==> src/rtl/reg_dump_reader_pkg.sv <==
// Shared constants and FSM encoding for the register-file dump reader.
package reg_dump_reader_pkg;

    localparam int RF_ADDR_W   = 5;
    localparam int RF_DATA_W   = 32;
    localparam int RF_NUM_REGS = 32;

    typedef enum logic [1:0] {
        ST_IDLE = 2'd0,
        ST_LOAD = 2'd1,
        ST_SEND = 2'd2,
        ST_CSUM = 2'd3
    } dump_state_e;

endpackage

==> src/rtl/reg_dump_reader_checksum.sv <==
// XOR accumulator over emitted dump words; only exists when REG_DUMP_CHECKSUM_EN is defined.
`ifdef REG_DUMP_CHECKSUM_EN
module dump_checksum #(
    parameter int DATA_W = 32
) (
    input  logic              clk,
    input  logic              rst_n,
    input  logic              clr,
    input  logic              en,
    input  logic [DATA_W-1:0] din,
    output logic [DATA_W-1:0] acc
);

    logic [DATA_W-1:0] acc_q;
    logic [DATA_W-1:0] acc_d;

    // Clear beats accumulate so a START/ABORT edge always begins from zero.
    always_comb begin
        acc_d = acc_q;
        if (clr) begin
            acc_d = '0;
        end else if (en) begin
            acc_d = acc_q ^ din;
        end
    end

    always_ff @(posedge clk or negedge rst_n) begin
        if (!rst_n) begin
            acc_q <= '0;
        end else begin
            acc_q <= acc_d;
        end
    end

    assign acc = acc_q;

endmodule
`endif

==> src/rtl/reg_dump_reader.sv <==
// Debug reader that walks the register file through a spare read port and streams each word
// out over valid/ready. Optional trailing XOR checksum word under REG_DUMP_CHECKSUM_EN.
module reg_dump_reader
    import reg_dump_reader_pkg::*;
#(
    parameter int NUM_REGS  = RF_NUM_REGS,
    parameter int ADDR_W    = RF_ADDR_W,
    parameter int DATA_W    = RF_DATA_W,
    parameter bit SKIP_ZERO = 1'b0
) (
    input  logic              CLK,
    input  logic              RESET,
    input  logic              START,
    input  logic              ABORT,
    output logic [ADDR_W-1:0] RA,
    input  logic [DATA_W-1:0] RD,
    output logic [DATA_W-1:0] OUT_DATA,
    output logic [ADDR_W-1:0] OUT_IDX,
    output logic              OUT_LAST,
    output logic              OUT_VALID,
    input  logic              OUT_READY,
    output logic              BUSY,
    output logic              DONE
);

    localparam logic [ADDR_W-1:0] FIRST_IDX = SKIP_ZERO ? ADDR_W'(1) : '0;
    localparam logic [ADDR_W-1:0] LAST_IDX  = ADDR_W'(NUM_REGS - 1);

    dump_state_e       state_q, state_d;
    logic [ADDR_W-1:0] idx_q, idx_d;
    logic [DATA_W-1:0] data_q, data_d;
    logic [ADDR_W-1:0] oidx_q, oidx_d;
    logic              last_q, last_d;
    logic              valid_q, valid_d;
    logic              done_q, done_d;

`ifdef REG_DUMP_CHECKSUM_EN
    localparam bit CSUM_EN = 1'b1;

    logic [DATA_W-1:0] csum_acc;
    logic              csum_clr;
    logic              csum_en;

    assign csum_clr = ABORT || (state_q == ST_IDLE && START);
    assign csum_en  = (state_q == ST_SEND) && valid_q && OUT_READY && !ABORT;

    dump_checksum #(
        .DATA_W(DATA_W)
    ) u_csum (
        .clk  (CLK),
        .rst_n(RESET),
        .clr  (csum_clr),
        .en   (csum_en),
        .din  (data_q),
        .acc  (csum_acc)
    );
`else
    localparam bit CSUM_EN = 1'b0;
`endif

    always_comb begin
        state_d = state_q;
        idx_d   = idx_q;
        data_d  = data_q;
        oidx_d  = oidx_q;
        last_d  = last_q;
        valid_d = valid_q;
        done_d  = 1'b0;

        unique case (state_q)
            ST_IDLE: begin
                if (START) begin
                    idx_d   = FIRST_IDX;
                    state_d = ST_LOAD;
                end
            end
            ST_LOAD: begin
                data_d  = RD;
                oidx_d  = idx_q;
                valid_d = 1'b1;
                last_d  = (idx_q == LAST_IDX) && !CSUM_EN;
                state_d = ST_SEND;
            end
            ST_SEND: begin
                if (OUT_READY) begin
                    if (idx_q == LAST_IDX) begin
`ifdef REG_DUMP_CHECKSUM_EN
                        // Fold the word being accepted now; valid stays high into CSUM.
                        data_d  = csum_acc ^ data_q;
                        oidx_d  = '0;
                        last_d  = 1'b1;
                        state_d = ST_CSUM;
`else
                        valid_d = 1'b0;
                        last_d  = 1'b0;
                        done_d  = 1'b1;
                        state_d = ST_IDLE;
`endif
                    end else begin
                        idx_d   = idx_q + ADDR_W'(1);
                        valid_d = 1'b0;
                        state_d = ST_LOAD;
                    end
                end
            end
            ST_CSUM: begin
                if (OUT_READY) begin
                    valid_d = 1'b0;
                    last_d  = 1'b0;
                    done_d  = 1'b1;
                    state_d = ST_IDLE;
                end
            end
            default: state_d = ST_IDLE;
        endcase

        // Abort drops the word mid-handshake and suppresses any completion.
        if (ABORT) begin
            state_d = ST_IDLE;
            idx_d   = idx_q;
            valid_d = 1'b0;
            last_d  = 1'b0;
            done_d  = 1'b0;
        end
    end

    always_ff @(posedge CLK or negedge RESET) begin
        if (!RESET) begin
            state_q <= ST_IDLE;
            idx_q   <= '0;
            data_q  <= '0;
            oidx_q  <= '0;
            last_q  <= 1'b0;
            valid_q <= 1'b0;
            done_q  <= 1'b0;
        end else begin
            state_q <= state_d;
            idx_q   <= idx_d;
            data_q  <= data_d;
            oidx_q  <= oidx_d;
            last_q  <= last_d;
            valid_q <= valid_d;
            done_q  <= done_d;
        end
    end

    assign RA        = idx_q;
    assign OUT_DATA  = data_q;
    assign OUT_IDX   = oidx_q;
    assign OUT_LAST  = last_q;
    assign OUT_VALID = valid_q;
    assign BUSY      = (state_q != ST_IDLE);
    assign DONE      = done_q;

endmodule
==> config.mk <==
export PLATFORM = sky130hd
export DESIGN_NAME = reg_dump_reader
export DESIGN_NICKNAME = d
export VERILOG_FILES = /design/src/rtl/reg_dump_reader_pkg.sv /design/src/rtl/reg_dump_reader_checksum.sv /design/src/rtl/reg_dump_reader.sv
export SDC_FILE = /design/constraint.sdc
export NUM_CORES = 1
export LEC_CHECK = 0
export BUFFER_PORTS_ARGS = -buffer_cell sky130_fd_sc_hd__buf_2
export CORE_UTILIZATION = 30
export CTS_BUF_LIST = sky130_fd_sc_hd__clkbuf_4
export DETAILED_ROUTE_END_ITERATION = 8
export SETUP_SLACK_MARGIN = 0.4
export SLEW_MARGIN = 20
export SYNTH_ARGS = -nofsm -noshare
export SYNTH_HDL_FRONTEND = slang
export SYNTH_SLANG_ARGS = --single-unit
==> constraint.sdc <==
create_clock -name CLK -period 4.8 [get_ports CLK]
set_clock_uncertainty 0.2 [all_clocks]
set_input_delay 0.48 -clock CLK [delete_from_list [all_inputs] [get_ports CLK]]
set_output_delay 0.48 -clock CLK [all_outputs]
set_load 0.01 [all_outputs]
==> flow_summary.ini, run 1 <==
[global_route]
grt_pass1_vias = 1271
overflow = 0
antenna_found_initial = 0
grt_max_degree = 48
grt_pass1_wl_um = 6130
grt_use_total = 0.122

[timing]
hold_viol_final = 0
slew_viol_final = 0
max_freq_mhz = 456
relSlewSlack = 0.302
setup_viol = 0
worst_slack_ps = 2610
rsz0062_at_grt = no
tightest_slew_ps = 1040
period_share = 0.457
tns_ps = 0
min_period_ps = 2190
fin_worst_hold_slack_ps = 145

[clock_tree]
cts_tree = built
root_buffer = clkbuf_4
clk-insertion-delay-late_ps = 350
cts_sinks = 47
cts_buffers = 5
ctsResizeCount = 0
clk_pin_slew_ps = 130
clockBufferDepth = 2
htreeDepth = 2

[setup_path]
cp_max_fo = 5
r2r_end = RA[1]$_DFFE_PN0P_
startpoint = RA[0]$_DFFE_PN0P_
worstPathArrival_ps = 2270
rrSetupSlack_ps = 2610
reg2reg_depth = 6
cp-endpoint = RA[1]$_DFFE_PN0P_
timing.critical_path.from_type = register
endpoint_kind = register
crit_required_ps = 4880
r2r-start = RA[0]$_DFFE_PN0P_
worst-setup-path-type = reg -> reg

[placed_design]
port_buffers = 82
place_ws_ps = 2590
dpl.hpwl_um = 2650
dpl_cell_area_um2 = 2400
gp_congestion = 0.719

[logic_synthesis]
synth_cell_types = 27
synth.avg_cell_area_um2 = 14.9
yosysWarnings = 0
synth_area_um2 = 1950
synth_cells = 131
yosysSeqAreaShare = 0.603
ys_ff_latch = 47
synthesis.nets = 171

[power]
pwr-share-seq = 0.514
power_switching_w = 0.000349
swShare = 0.315
power_density_nw_per_um2 = 450
p_comb_frac = 0.321
total_leakage_power_nw = 1.22
clockPowerShare = 0.165
ir_drop_v = 0.000201
intPower_w = 0.000760

[drt]
wirelength_um = 3790
vias = 1356
viasPerCell = 4.60
drc = 0
ant_nets = 0
dr.pass1.iters = 3
drt-wirelength-per-cell_um = 12.8
dr.first_iter.drc_count = 39

[finish]
antenna_cells = 0
nNetsFinal = 257
final_cell_area_um2 = 2460
drive_above_1_share = 0.592
area_delta_synth_final_pct = 26.3

[floorplanning]
dieArea_um2 = 6820
ioPinCount = 83
die_y_um = 82.6
rows = 29
coreArea_um2 = 6310
start_util = 0.309
die_x_um = 82.6

[hold_path]
hold_class = in -> reg

[outcome]
status = finished, final reports clean

[flow_run]
drv_cap = 0
## layout make-up
class | instances | area [µm²]
inverters | 3 | 11.3
clock buffers | 6 | 45.0
fillers | 644 | 3850
clock inverters | 2 | 7.51
repair buffers | 83 | 423
flip-flops and latches | 47 | 1180
well taps | 77 | 96.3
multi-input cells | 77 | 703
## stage by stage
step           std cells  total power [W]   util
2_1_floorplan        131         0.000789      -
3_3_place_gp         286         0.000933  0.380
3_5_place_dp         286         0.000941  0.380
4_1_cts              294          0.00113  0.388
5_1_grt              295          0.00118  0.390
6_report             295          0.00111  0.390
## worst min path at each step
stage                             startpoint                        to  slack, ps  depth (start not counted)
floorplan                              RESET            DONE$_DFF_PN0_        -20                          0
global placement    OUT_DATA[13]$_DFFE_PN0P_  OUT_DATA[13]$_DFFE_PN0P_        290                          1
detailed placement   OUT_DATA[8]$_DFFE_PN0P_   OUT_DATA[8]$_DFFE_PN0P_        290                          1
CTS                                    RD[5]   OUT_DATA[5]$_DFFE_PN0P_        120                          2
global route                           RD[6]   OUT_DATA[6]$_DFFE_PN0P_        120                          2
finish                                 RD[5]   OUT_DATA[5]$_DFFE_PN0P_        140                          2
## cells in the mapped netlist (all sizes together)
cell type	number	area (µm²)
nand2b	4	25.0
buf	4	58.8
nor3	1	5.00
mux2	37	417
ha	3	37.5
a31oi	2	12.5
a311oi	1	8.76
o21bai	1	7.51
a21oi	3	15.0
and3	2	12.5
nor2b	2	20.0
a41oi	2	17.5
nand2	5	18.8
nand3b	1	11.3
dfrtp	47	1180
or2	2	12.5
nand3	1	5.00
o21ai	1	5.00
nor2	4	15.0
inv	3	11.3
a211oi	1	20.0
and2b	1	7.51
mux2i	3	30.0
## layout by cell type, fill, tap and decap left out
cell type / instances
mux2_2: 37
mux2i_1: 3
clkinv_1: 2
and2b_1: 1
buf_2: 81
or2_2: 1
dfrtp_1: 47
nor2b_4: 1
nand3b_2: 1
a41oi_1: 2
dlygate4sd3_1: 1
a31oi_1: 2
nand2_1: 5
a21oi_1: 3
a211oi_4: 1
o21bai_1: 1
inv_1: 3
buf_4: 1
a311oi_1: 1
nand2b_1: 4
nand3_1: 1
clkbuf_4: 6
o21ai_0: 1
and3_1: 2
or2_0: 1
nor3_1: 1
nor2_1: 4
ha_1: 3
nor2b_1: 1
## critical path, cell delays in order, from the launching register on
cell and delay (ps):
dfrtp_1 450, ha_1 240, and3_1 210, ha_1 200, nand3b_2 230, a211oi_4 380, mux2i_1 220
## power by group through the flow
stage               clock network (W)  logic, W  registers (W)
finish                       0.000183  0.000357       0.000570
global placement                    0  0.000356       0.000577
CTS                          0.000190  0.000363       0.000572
detailed placement                  0  0.000364       0.000577
global route                 0.000203  0.000391       0.000590
floorplan                           0  0.000156       0.000633
## flip-flops by register name, summed over array words and instances (netlist names)
register	cells
OUT_DATA	32
OUT_LAST	1
OUT_VALID	1
DONE	1
state_q	2
RA	5
OUT_IDX	5
## cells by family after synthesis
logic type / count (synthesis) / share of synthesized area
mux: 40 / 0.229
simple gates: 23 / 0.0680
flops: 47 / 0.603
compound gates: 11 / 0.0443
fa+ha+maj: 3 / 0.0193
buf+inv: 7 / 0.0359
## what timing repair did
item	in CTS	in global routing
hold endpoints to repair	0	47
buffers inserted	0	0
hold buffers	0	1
## metal layers
layer / vias up / wire length [µm] / GRT usage
met3: 4 / 278 / 0.0451
met4: 0 / 42 / 0.0517
met5: - / 0 / 0
met2: 45 / 1790 / 0.183
li1: 634 / - / -
met1: 673 / 1680 / 0.158
No activity file was read; power rests on OpenSTA's default activity.
==> run 2: changes to the inputs <==
--- a/config.mk
+++ b/config.mk
@@ -5,6 +5,7 @@
 export SDC_FILE = /design/constraint.sdc
 export NUM_CORES = 1
 export LEC_CHECK = 0
+export ABC_AREA = 1
 export BUFFER_PORTS_ARGS = -buffer_cell sky130_fd_sc_hd__buf_2
 export CORE_UTILIZATION = 30
 export CTS_BUF_LIST = sky130_fd_sc_hd__clkbuf_4
==> constraint.sdc (replaced) <==
create_clock -name CLK -period 1.8 [get_ports CLK]
set_clock_uncertainty 0.2 [all_clocks]
set_input_delay 0.18 -clock CLK [delete_from_list [all_inputs] [get_ports CLK]]
set_output_delay 0.18 -clock CLK [all_outputs]
set_load 0.01 [all_outputs]
==> run 2 against run 1 <==
Against the previous run: global-route usage up 3.4 points; sequential power rose to 2.6 times the previous value; final cell count up 48%; sequential cell count unchanged; routed wire length up 39%; final area up 28%; non-clock buffer count up 56; core utilization up 13 points; via count up 40%; count of clock-buffer cells in the layout unchanged.
==> flow_summary.ini, run 2 <==
[power]
pwr-share-seq = 0.475
p_comb_frac = 0.373
clockPowerShare = 0.152
swShare = 0.345
ir_drop_v = 0.000539
total_leakage_power_nw = 1.73
intPower_w = 0.00202
power_switching_w = 0.00106
power_density_nw_per_um2 = 977

[logic_synthesis]
synth.avg_cell_area_um2 = 8.68
yosys.area_share.adder = 0.0196
synth_area_leaders = dfrtp_1, nand2_1, ha_1
synthesis.nets = 261
async_flop_share = 1.00
yosysSeqAreaShare = 0.613
synthXorXnorAreaFrac = 0
synth_edf_count = 0
ys_ff_latch = 47
synthTopCellsByCount = nand2_1, dfrtp_1, inv_1
synth_top_family_by_area = simple AND/OR/NAND/NOR gates
synthSimpleGateAreaFrac = 0.284
yosysWarnings = 0
synth_cell_types = 18
ys.flop_type = dfrtp_1
synth_area_um2 = 1920
synth_mux_area_frac = 0
yosysTopAreaCellShare = 0.613
synth_most_common_cell = nand2_1
synth_cells = 221
synth_compound_area_frac = 0.0391
synth_top_area_cell = dfrtp_1

[drt]
viasPerCell = 4.35
dr.pass1.iters = 4
drc = 0
wirelength_um = 5270
ant_nets = 0
drt-wirelength-per-cell_um = 12.0
vias = 1902
dr.first_iter.drc_count = 58

[finish]
finalNonFillerCells = 437
antenna_cells = 0
area_delta_synth_final_pct = 64.7
layout_commonest_cell = nand2_1
final_cell_area_um2 = 3160
final_cell_mix = nand2_1, buf_2, dfrtp_1
multi_input_area_um2 = 758
drive_above_1_share = 0.384
fill_cells = 578
nNetsFinal = 401
ff_latch_area_um2 = 1180
largest_reg_flops = 32

[timing]
slew_viol_final = 0
max_freq_mhz = 596
tns_ps = 0
fin_worst_hold_slack_ps = 41.2
min_period_ps = 1680
rsz0062_at_grt = yes
hold_viol_final = 0
relSlewSlack = 0.626
setup_viol = 0
worst_slack_ps = 121
period_share = 0.933
tightest_slew_ps = 561

[flow_run]
drv_cap = 0

[clock_tree]
clk_pin_slew_ps = 130
clockBufferDepth = 2
cts_sinks = 47
clk-insertion-delay-late_ps = 350
cts_buffers = 5
htreeDepth = 2
root_buffer = clkbuf_4
cts_tree = built

[global_route]
overflow = 0
antenna_found_initial = 0
grt_max_degree = 26
grt_pass1_wl_um = 7930
grt_use_total = 0.156
grt_pass1_vias = 1726

[placed_design]
dpl.hpwl_um = 3100
dpl_cell_area_um2 = 2470
gp_congestion = 0.781
port_buffers = 82
place_ws_ps = 119
placedCellCount = 376

[setup_path]
cpMaxStageDelayCell = dfrtp_2
cpPeakStageDelay_ps = 460
r2r-start = RA[0]$_DFFE_PN0P_
crit_chain = ha_4, nand2_4, nor2_4, ha_4, inv_2, nand2_2, nand2_2, nand3_2, nand2_1, o21ai_1
rrSetupSlack_ps = 120
endpoint_kind = register
timing.critical_path.from_type = register
r2r_end = RA[2]$_DFFE_PN0P_
worstPathArrival_ps = 1730
crit_required_ps = 1850
reg2reg_depth = 10
cp_max_fo = 5
worst-setup-path-type = reg -> reg

[floorplanning]
die_y_um = 82.0
coreArea_um2 = 6060
rows = 28
dieArea_um2 = 6720
die_x_um = 82.0
ioPinCount = 83
start_util = 0.316

[hold_path]
min_to = RA[1]$_DFFE_PN0P_
min_path_cells = 4
hold_class = in -> reg
min_from = ABORT

[outcome]
status = finished, final reports clean
## run 2: cell types whose count changed after synthesis, sizes merged, moves of 4 or more
cell / delta
inv: +8
mux2: -37
nand2: +119
nand2b: -4
nand3: +6
o21ai: +11
## run 2: how the worst max path moves through the flow
stage | cells after the start | slack, ps | to | from
3_3_place_gp | 10 | 170 | RA[0]$_DFFE_PN0P_ | RA[1]$_DFFE_PN0P_
5_1_grt | 10 | 50 | RA[4]$_DFFE_PN0P_ | RA[0]$_DFFE_PN0P_
4_1_cts | 10 | 140 | RA[2]$_DFFE_PN0P_ | RA[0]$_DFFE_PN0P_
3_5_place_dp | 10 | 120 | RA[0]$_DFFE_PN0P_ | RA[1]$_DFFE_PN0P_
6_report | 10 | 120 | RA[2]$_DFFE_PN0P_ | RA[0]$_DFFE_PN0P_
2_1_floorplan | 10 | 200 | RA[3]$_DFFE_PN0P_ | RA[1]$_DFFE_PN0P_
## run 2: through the flow
stage	power, W	util
floorplan	0.00198	-
global placement	0.00240	0.408
detailed placement	0.00241	0.408
CTS	0.00303	0.494
global route	0.00334	0.521
finish	0.00309	0.521
## run 2: routing by layer
layer / wire (µm) / up-vias / share of wire / GRT usage
met2: 2590 / 75 / 0.49 / 0.281
met1: 2280 / 853 / 0.43 / 0.185
met3: 311 / 12 / 0.059 / 0.0367
met5: 0 / - / 0 / 0
met4: 76 / 0 / 0.014 / 0.0368
li1: - / 962 / - / -
## run 2: what timing repair did
action                                  4_1_cts  5_1_grt
buffers inserted                              9        7
endpoints found under the setup margin       47       48
hold endpoints to repair                     57        0
hold buffers                                 35        0
resized for setup                            10       25
pin swaps                                     2        9
cloned                                        1        1
## run 2: cell families after synthesis
family	Yosys count
AOI/OAI and AO/OA	15
adders and majority gates	3
buffers and inverters	18
DFF	47
and+or+nand+nor	138
## run 2: final cells by class
type / count / area share
clock inverters: 2 / 0.00238
inverters: 11 / 0.0147
repair buffers: 139 / 0.325
well taps: 75 / 0.0297
multi-input cells: 157 / 0.240
flip-flops and latches: 47 / 0.374
clock buffers: 6 / 0.0143
## run 2: power by group through the flow
stage | Combinational, W | Sequential, W | Clock (W)
finish | 0.00115 | 0.00147 | 0.000468
floorplan | 0.000358 | 0.00162 | 0
global route | 0.00129 | 0.00150 | 0.000551
CTS | 0.00107 | 0.00146 | 0.000505
global placement | 0.000911 | 0.00148 | 0
detailed placement | 0.000925 | 0.00149 | 0
## run 2: worst max-delay path, delay by kind of cell (launching register included)
kind                       cells  cell delay, ps
AOI/OAI and AO/OA              1              60
adders and majority gates      2             340
buffers and inverters          1              50
DFF                            1             460
and+or+nand+nor                6             470
==> run 3: changes to the inputs <==
--- a/config.mk
+++ b/config.mk
@@ -5,7 +5,7 @@
 export SDC_FILE = /design/constraint.sdc
 export NUM_CORES = 1
 export LEC_CHECK = 0
-export ABC_AREA = 1
+export ABC_AREA = 0
 export BUFFER_PORTS_ARGS = -buffer_cell sky130_fd_sc_hd__buf_2
 export CORE_UTILIZATION = 30
 export CTS_BUF_LIST = sky130_fd_sc_hd__clkbuf_4
==> run 3 against run 2 <==
Against the previous run: sequential cell count did not move; hold slack improved by 75 ps; total power rose by 14%; final cell count fell by 18%; maximum frequency fell by 9.9%; routed wire length fell by 3.2%; non-clock buffer count rose by 9; final area rose by 9.3%; the flow now finishes with violations (negative setup slack); clock power rose by 8.8%; count of clock-buffer cells in the layout did not move; largest cell class is now non-clock buffers; core utilization rose by 2.6 points; sequential power rose by 3%; largest power group unchanged; highest routed layer unchanged.
==> flow_summary.ini, run 3 (synthesis results as in run 1) <==
[global_route]
grt_use_total = 0.145
grt_pass1_vias = 1559
antenna_found_initial = 0
overflow = 0
grt_max_degree = 26
grt_pass1_wl_um = 7250

[setup_path]
worst-setup-path-type = reg -> reg
cpMaxStageDelayCell = dfrtp_1
crit_chain = ha_2, and3_4, ha_4, nand3b_4, a211oi_4, buf_4, mux2i_1
r2r-start = RA[0]$_DFFE_PN0P_
endpoint_kind = register
cp_max_fo = 4
crit_required_ps = 1900
cpPeakStageDelay_ps = 410
rrSetupSlack_ps = -60
timing.critical_path.from_type = register
reg2reg_depth = 7
worstPathArrival_ps = 1960
r2r_end = RA[1]$_DFFE_PN0P_

[floorplanning]
die_y_um = 82.6
die_x_um = 82.6
dieArea_um2 = 6820
coreArea_um2 = 6310
start_util = 0.309
ioPinCount = 83
rows = 29

[placed_design]
place_ws_ps = -119
dpl_cell_area_um2 = 2590
gp_congestion = 0.792
placedCellCount = 296
dpl.hpwl_um = 2900
port_buffers = 82

[drt]
drc = 0
drt-wirelength-per-cell_um = 14.2
dr.pass1.iters = 4
viasPerCell = 4.45
wirelength_um = 5090
dr.first_iter.drc_count = 14
ant_nets = 0
vias = 1602

[timing]
tightest_slew_ps = 553
max_freq_mhz = 537
relSlewSlack = 0.631
setup_viol = 6
slew_viol_final = 0
worst_slack_ps = -62.7
period_share = 1.03
min_period_ps = 1860
rsz0062_at_grt = yes
hold_viol_final = 0

[clock_tree]
cts_sinks = 47
cts_tree = built
clk_pin_slew_ps = 140
htreeDepth = 2
root_buffer = clkbuf_4
cts_buffers = 5
clk-insertion-delay-late_ps = 360
clockBufferDepth = 2

[power]
power_density_nw_per_um2 = 1020
total_leakage_power_nw = 1.71
ir_drop_v = 0.000566

[finish]
largest_reg_flops = 32
antenna_cells = 0
finalNonFillerCells = 360
area_delta_synth_final_pct = 77.2
nNetsFinal = 322
final_cell_mix = buf_2, dfrtp_1, dlygate4sd3_1
drive_above_1_share = 0.594
layout_commonest_cell = buf_2
final_util = 0.547
final_cell_area_um2 = 3450
fill_cells = 519

[flow_run]
drv_cap = 0

[hold_path]
hold_class = in -> async

[outcome]
violations = negative setup slack
status = complete, but fails checks
==> run 3: report_power, final <==
| group | switching (W) | internal, W |
|---|---|---|
| clock network | 0.000342 | 0.000166 |
| registers | 0.000162 | 0.00136 |
| logic | 0.000573 | 0.000926 |
| total | 0.00108 | 0.00245 |
==> run 3: routing by layer <==
metal | share of wire | GRT usage | vias up
met5 | 0 | 0 | -
met4 | 0.0094 | 0.0310 | 0
met3 | 0.068 | 0.0505 | 5
met2 | 0.48 | 0.253 | 64
met1 | 0.44 | 0.173 | 764
li1 | - | - | 769
==> run 3: final cells by class <==
cell class	count	area [µm²]	share of cell area
Tap cell	77	96.3	0.0279
Timing Repair Buffer	148	1210	0.350
Multi-Input combinational cell	77	898	0.260
Clock buffer	6	45.0	0.0130
Clock inverter	2	12.5	0.00362
Sequential cell	47	1180	0.342
Inverter	3	11.3	0.00326
==> run 3: worst max path at each step <==
stage | start | to | slack (ps)
after detailed placement | RA[1]$_DFFE_PN0P_ | RA[4]$_DFFE_PN0P_ | -120
after floorplan | RA[0]$_DFFE_PN0P_ | RA[1]$_DFFE_PN0P_ | -80
after global placement | RA[1]$_DFFE_PN0P_ | RA[4]$_DFFE_PN0P_ | -70
final | RA[0]$_DFFE_PN0P_ | RA[1]$_DFFE_PN0P_ | -60
after global routing | RA[0]$_DFFE_PN0P_ | RA[1]$_DFFE_PN0P_ | -140
after CTS | RA[0]$_DFFE_PN0P_ | RA[4]$_DFFE_PN0P_ | -130
==> run 3: repair_timing <==
item	4_1_cts	5_1_grt
pin swaps	6	3
setup buffers	10	4
cloned	4	0
endpoints found under the hold margin	61	0
gates resized for setup	35	7
hold buffers	38	0
endpoints found under the setup margin	51	51
==> run 3: critical path, delay by kind of cell, from the launching register on <==
family	cells	cell delay [ps]
AO/OA/AOI/OAI	1	200
AND/OR/NAND/NOR	2	310
buffers and inverters	1	170
adder cells (fa/ha/maj)	2	350
flip-flops	1	410
multiplexers	1	170
==> run 3: metrics by stage <==
step           hold slack [ps]  power [W]  TNS (ps)
3_3_place_gp              8.28    0.00263      -255
4_1_cts                   38.0    0.00354      -553
6_report                   116    0.00353      -136
2_1_floorplan             -316    0.00220      -311
5_1_grt                    123    0.00375      -585
3_5_place_dp             -2.32    0.00266      -510
